### src/rtl/router_fsm.sv
// router_fsm: control FSM of the 1x3 router.
//
// Decodes the header address, sequences router_reg through its load phases and raises
// busy toward the source whenever the packet has to stall.
//
// Optional feature: define ROUTER_FSM_WDOG_EN to build a stall watchdog. FIFO_FULL_STATE
// or WAIT_TILL_EMPTY held for WDOG_CYCLES cycles aborts the packet back to DECODE_ADDRESS
// and pulses wdog_err for one cycle. Without the macro wdog_err is tied low.
//
// Ports:
//   clock, resetn                 clock and asynchronous active-low reset
//   pkt_valid, data_in[1:0]       source valid and header address (3 = invalid)
//   fifo_full                     full flag of the currently selected FIFO
//   fifo_empty_0/1/2              per-FIFO empty flags
//   soft_reset_0/1/2              per-FIFO soft resets (only the latched port counts)
//   parity_done, low_pkt_valid    status from router_reg
//   write_enb_reg                 FIFO write enable (LOAD_DATA/LOAD_PARITY/LOAD_AFTER_FULL)
//   detect_add .. rst_int_reg     one-hot state strobes to router_reg
//   busy                          source must hold data
//   wdog_err                      one-cycle watchdog abort pulse
module router_fsm #(
  parameter int unsigned WDOG_CYCLES = 64
) (
  input  logic       clock,
  input  logic       resetn,
  input  logic       pkt_valid,
  input  logic [1:0] data_in,
  input  logic       fifo_full,
  input  logic       fifo_empty_0,
  input  logic       fifo_empty_1,
  input  logic       fifo_empty_2,
  input  logic       soft_reset_0,
  input  logic       soft_reset_1,
  input  logic       soft_reset_2,
  input  logic       parity_done,
  input  logic       low_pkt_valid,
  output logic       write_enb_reg,
  output logic       detect_add,
  output logic       lfd_state,
  output logic       ld_state,
  output logic       laf_state,
  output logic       full_state,
  output logic       rst_int_reg,
  output logic       busy,
  output logic       wdog_err
);

  typedef enum logic [2:0] {
    StDecode = 3'd0,
    StLfd    = 3'd1,
    StLd     = 3'd2,
    StFfs    = 3'd3,
    StLaf    = 3'd4,
    StLp     = 3'd5,
    StCpe    = 3'd6,
    StWte    = 3'd7
  } state_e;

  state_e     state_q, state_d;
  logic [1:0] addr_q, addr_d;
  logic       empty_din;   // empty flag of the port named by the incoming header
  logic       empty_addr;  // empty flag of the latched port
  logic       srst_hit;    // soft reset of the latched port
  logic       wdog_abort;

  always_comb begin
    empty_din = 1'b0;
    unique case (data_in)
      2'd0:    empty_din = fifo_empty_0;
      2'd1:    empty_din = fifo_empty_1;
      2'd2:    empty_din = fifo_empty_2;
      default: empty_din = 1'b0;
    endcase
  end

  // A latched address of 3 selects no port, so it never matches a soft reset.
  always_comb begin
    empty_addr = 1'b0;
    srst_hit   = 1'b0;
    unique case (addr_q)
      2'd0: begin
        empty_addr = fifo_empty_0;
        srst_hit   = soft_reset_0;
      end
      2'd1: begin
        empty_addr = fifo_empty_1;
        srst_hit   = soft_reset_1;
      end
      2'd2: begin
        empty_addr = fifo_empty_2;
        srst_hit   = soft_reset_2;
      end
      default: begin
        empty_addr = 1'b0;
        srst_hit   = 1'b0;
      end
    endcase
  end

`ifdef ROUTER_FSM_WDOG_EN
  // One spare count value so a soft reset landing on the last count cannot wrap.
  localparam int unsigned CntW = $clog2(WDOG_CYCLES + 1);
  localparam logic [CntW-1:0] CntLast = CntW'(WDOG_CYCLES - 1);

  logic [CntW-1:0] wdog_cnt_q, wdog_cnt_d;
  logic            wdog_err_q, wdog_err_d;
  logic            stalled;

  assign stalled    = (state_q == StFfs) || (state_q == StWte);
  assign wdog_abort = stalled && !srst_hit && (wdog_cnt_q == CntLast);
  assign wdog_err_d = wdog_abort;

  always_comb begin
    wdog_cnt_d = '0;
    if (stalled && !wdog_abort) begin
      wdog_cnt_d = wdog_cnt_q + 1'b1;
    end
  end

  always_ff @(posedge clock or negedge resetn) begin
    if (!resetn) begin
      wdog_cnt_q <= '0;
      wdog_err_q <= 1'b0;
    end else begin
      wdog_cnt_q <= wdog_cnt_d;
      wdog_err_q <= wdog_err_d;
    end
  end

  assign wdog_err = wdog_err_q;
`else
  // WDOG_CYCLES only matters when the watchdog is built in.
  logic unused_wdog_cfg;
  assign unused_wdog_cfg = ^WDOG_CYCLES;
  assign wdog_abort      = 1'b0;
  assign wdog_err        = 1'b0;
`endif

  always_comb begin
    state_d = state_q;
    addr_d  = addr_q;
    if ((state_q == StDecode) && pkt_valid) begin
      addr_d = data_in;
    end
    if (srst_hit || wdog_abort) begin
      state_d = StDecode;
    end else begin
      unique case (state_q)
        StDecode: begin
          // Address 3 never leaves DECODE: the packet is dropped.
          if (pkt_valid && (data_in != 2'd3)) begin
            state_d = empty_din ? StLfd : StWte;
          end
        end
        StLfd: state_d = StLd;
        StLd: begin
          if (fifo_full)       state_d = StFfs;
          else if (!pkt_valid) state_d = StLp;
        end
        StFfs: begin
          if (!fifo_full) state_d = StLaf;
        end
        StLaf: begin
          if (parity_done)        state_d = StDecode;
          else if (low_pkt_valid) state_d = StLp;
          else                    state_d = StLd;
        end
        StLp:  state_d = StCpe;
        StCpe: state_d = fifo_full ? StFfs : StDecode;
        StWte: begin
          if (empty_addr) state_d = StLfd;
        end
        default: state_d = StDecode;
      endcase
    end
  end

  always_ff @(posedge clock or negedge resetn) begin
    if (!resetn) begin
      state_q <= StDecode;
      addr_q  <= 2'd0;
    end else begin
      state_q <= state_d;
      addr_q  <= addr_d;
    end
  end

  // Moore outputs: decoded from the state register only.
  assign detect_add    = (state_q == StDecode);
  assign lfd_state     = (state_q == StLfd);
  assign ld_state      = (state_q == StLd);
  assign laf_state     = (state_q == StLaf);
  assign full_state    = (state_q == StFfs);
  assign rst_int_reg   = (state_q == StCpe);
  assign write_enb_reg = (state_q == StLd) || (state_q == StLp) || (state_q == StLaf);
  assign busy          = !((state_q == StDecode) || (state_q == StLd));

endmodule

### config.mk
export PLATFORM = sky130hd
export DESIGN_NAME = router_fsm
export DESIGN_NICKNAME = d
export VERILOG_FILES = /design/src/rtl/router_fsm.sv
export SDC_FILE = /design/constraint.sdc
export NUM_CORES = 1
export LEC_CHECK = 0
export ABC_CLOCK_PERIOD_IN_PS = 1450
export CORE_MARGIN = 1.5
export CORE_UTILIZATION = 38
export CTS_BUF_LIST = sky130_fd_sc_hd__clkbuf_2
export CTS_CLUSTER_DIAMETER = 30
export DETAILED_ROUTE_END_ITERATION = 6
export GPL_TIMING_DRIVEN = 0
export HOLD_SLACK_MARGIN = 0.12
export PLACE_DENSITY = 0.85
export SYNTH_ARGS = -nofsm -noshare
export SYNTH_HDL_FRONTEND = slang
export SYNTH_SLANG_ARGS = --single-unit
### constraint.sdc
create_clock -name clock -period 1.45 [get_ports clock]
set_input_delay 0.435 -clock clock [delete_from_list [all_inputs] [get_ports clock]]
set_output_delay 0.435 -clock clock [all_outputs]
set_load 0.01 [all_outputs]
==> metrics.txt, run 1 <==
final hold vios 0; total number of yosys warnings 0; synth unique cells 34; largest family of logic cells by synthesized area simple AND/OR/NAND/NOR gates; mapped cell area 522 µm²; Crit path max-delay family flip-flops; # setup viols final 13; Simple-Gate Fraction of Synth Area 30.0%; CTS Sinks 5; largest net degree at the start of global routing 11; worst skew pair latency 220 ps; # IOs 23; die height 40.1 µm; fin crit share 119%; Synth Area in Compound Gates 27.1%; Placer Congestion 0.866; clock skew 1.67 ps; Worst Setup Start Kind register; Tot GR Track Use 23.1%; CP endpoint kind primary output; Yosys top cell area share 24.0%; post-route cell area 935 µm²; syn_nets 75; CTS tree built; Final Worst Setup Slack -274 ps; worst vdd ir 0.000984 V; Seq/Total Area, Yosys 24.0%; core area 1280 µm²; hold_buf cts 0; post-route ant nets 0; DIE WIDTH 40.1 µm; RSZ-0062 raised after global routing yes; drt wl/cell 15.8 µm; slowest cell delay on critical path 390 ps; kind of critical path register to primary output; Data arrival, critical path 1290 ps; Worst Path Required 1020 ps; XOR/XNOR share of the synthesized area 0%; fmax 580 MHz; R2R Path Start state_q[0]$_DFFE_PN0P_; PnR Total Power 1860 µW; reg2reg end state_q[0]$_DFFE_PN0P_; first-pass GRT wire length 2.35 mm; GR Overflow Total 0; Leak Pwr 0.000433 µW; placed inst area 751 µm²; initial antenna violation count 0; DRC Markers 0; first-pass iteration count of the detailed router 4; vias per cell 5.28; post-synthesis mux area share 11.3%; vias in the first global route 564; crit path max fanout 2; synthesis-stage register bit count 5; number of diodes 0; synthesized area per cell 8.55 µm²; Post-synth EDFFs 0; Worst Hold Class input port to async pin; most used cell, CP buf_6; DR vias 607; R2R depth 7; CTS Buffer Depth 2; CP max stage cell dfrtp_1; Final #Nets 115; Area growth, synth to finish 79.1%; CP cell instances buf_6 > or3_4 > inv_2 > buf_6; Die ar. 1600 µm²; Hold WS 428 ps; H-tree levels 1; Area contributors post-synth dfrtp_1 24%, o31ai_2 4.8%, mux2_2 4.3%, nand2_1 4.3%, or3_4 4.3%; initial core utilization 40.6%; setup slack, reg-to-reg -150 ps; status finished, violations left; Starting DRT DRC Count 4; final wirelength 1.82 mm; area leader, netlist dfrtp_1; Port Buffer Count 21; row cnt 13; gate count after technology mapping 61; final max-slew violation count 0; area share of fa/ha/maj cells after synthesis 0%; CTS clk-pin slew, worst paths 50 ps; Pwr Density 1980 nW/µm²; CTS Buf Count 3; ys flop type dfrtp_1; ys async rst share 100%; root buf cell clkbuf_2; share of layout cells above drive strength 1 56.0%; WP buf/inv 3; Max-Cap Viols 0; Final Critical Period 1720 ps; failing checks negative setup slack; HPWL reported at the end of detailed placement 934 µm
==> through the flow <==
step           instances  utilization, %  setup TNS (ps)  setup slack (ps)
4_1_cts              112            69.5           -1590              -265
3_3_place_gp          97            58.4           -4920              -562
3_5_place_dp          97            58.4           -5050              -548
2_1_floorplan         61               -               0              41.7
5_1_grt              115            72.7           -2530              -314
6_report             115            72.7           -2000              -274
==> worst max path at each step <==
stage	start	end	slack (ps)	depth (start not counted)
4_1_cts	state_q[2]$_DFFE_PN0P_	detect_add	-270	4
3_5_place_dp	pkt_valid	state_q[0]$_DFFE_PN0P_	-550	5
5_1_grt	state_q[0]$_DFFE_PN0P_	detect_add	-310	4
3_3_place_gp	pkt_valid	state_q[0]$_DFFE_PN0P_	-560	5
2_1_floorplan	fifo_full	state_q[0]$_DFFE_PN0P_	40	4
6_report	state_q[0]$_DFFE_PN0P_	detect_add	-270	4
==> state kept, by name (all words and copies together), names as in the netlist <==
register	count
addr_q	2
state_q	3
==> power breakdown <==
part           switching, µW  internal [µW]
combinational            654            794
sequential              69.6            207
clock                   57.6           72.9
total                    781           1070
==> cell type report <==
cell class	count	area (µm²)
flip-flops and latches	5	125
multi-input cells	49	434
fillers	99	350
repair buffers	36	295
plain buffers	3	30.0
inverters	3	11.3
well taps	15	18.8
clock buffers	4	20.0
==> routing by layer <==
| metal | GRT usage [%] | up-vias | part of all wire (%) |
|---|---|---|---|
| li1 | - | 292 | - |
| met1 | 20.7 | 289 | 35 |
| met2 | 47.2 | 26 | 58 |
| met3 | 9.44 | 0 | 7.2 |
| met4 | 3.45 | 0 | 0 |
| met5 | 0 | - | 0 |
==> worst reg2reg max path, delay by kind of cell (launching register included) <==
family	cells	cell delay, ps
flip-flops	1	390
AO/OA/AOI/OAI	2	160
buffers and inverters	3	400
AND/OR/NAND/NOR	2	520
==> kinds of logic after synthesis <==
group,Yosys count
other,1
flip-flops,5
multiplexers,5
buffers and inverters,7
AO/OA/AOI/OAI,18
AND/OR/NAND/NOR,25
==> synthesized netlist by cell type, types with 2 or more instances <==
cell type  instances
a21oi_1            3
buf_2              2
buf_4              2
dfrtp_1            5
inv_1              3
mux2_2             2
nand2_1            6
nand2b_1           3
nor2_1             2
nor2b_1            2
o211ai_1           2
o21ai_0            4
o31ai_2            2
or2b_1             2
or3_4              2
==> cell usage in the layout (no fill, tap or decap), drive strengths merged, types with 2 or more instances in the layout <==
cell,netlist,layout
nor2b,2,2
or3b,2,2
buf,4,26
nand2b,3,3
o31ai,2,2
dfrtp,5,5
nor2,2,2
dlygate4sd2,0,9
o211ai,2,2
clkdlybuf4s50,0,4
nand2,6,6
clkbuf,0,4
mux2,4,4
or2b,2,2
o21ai,6,6
inv,3,3
or3,2,2
a21oi,3,3
==> timing repair <==
action / CTS / global route
buffers inserted: 11 / 4
pin swaps: 8 / 2
resized for setup: 64 / 8
setup endpoints to repair: 11 / 13
Power figures use the tool's default switching activity.
==> run 2, diff against run 1 <==
--- a/config.mk
+++ b/config.mk
@@ -6,6 +6,7 @@
 export NUM_CORES = 1
 export LEC_CHECK = 0
 export ABC_CLOCK_PERIOD_IN_PS = 1450
+export CAP_MARGIN = 5
 export CORE_MARGIN = 1.5
 export CORE_UTILIZATION = 38
 export CTS_BUF_LIST = sky130_fd_sc_hd__clkbuf_2
==> results of run 2 <==
No change in the layout: final DEF, timing and power equal those of run 1.
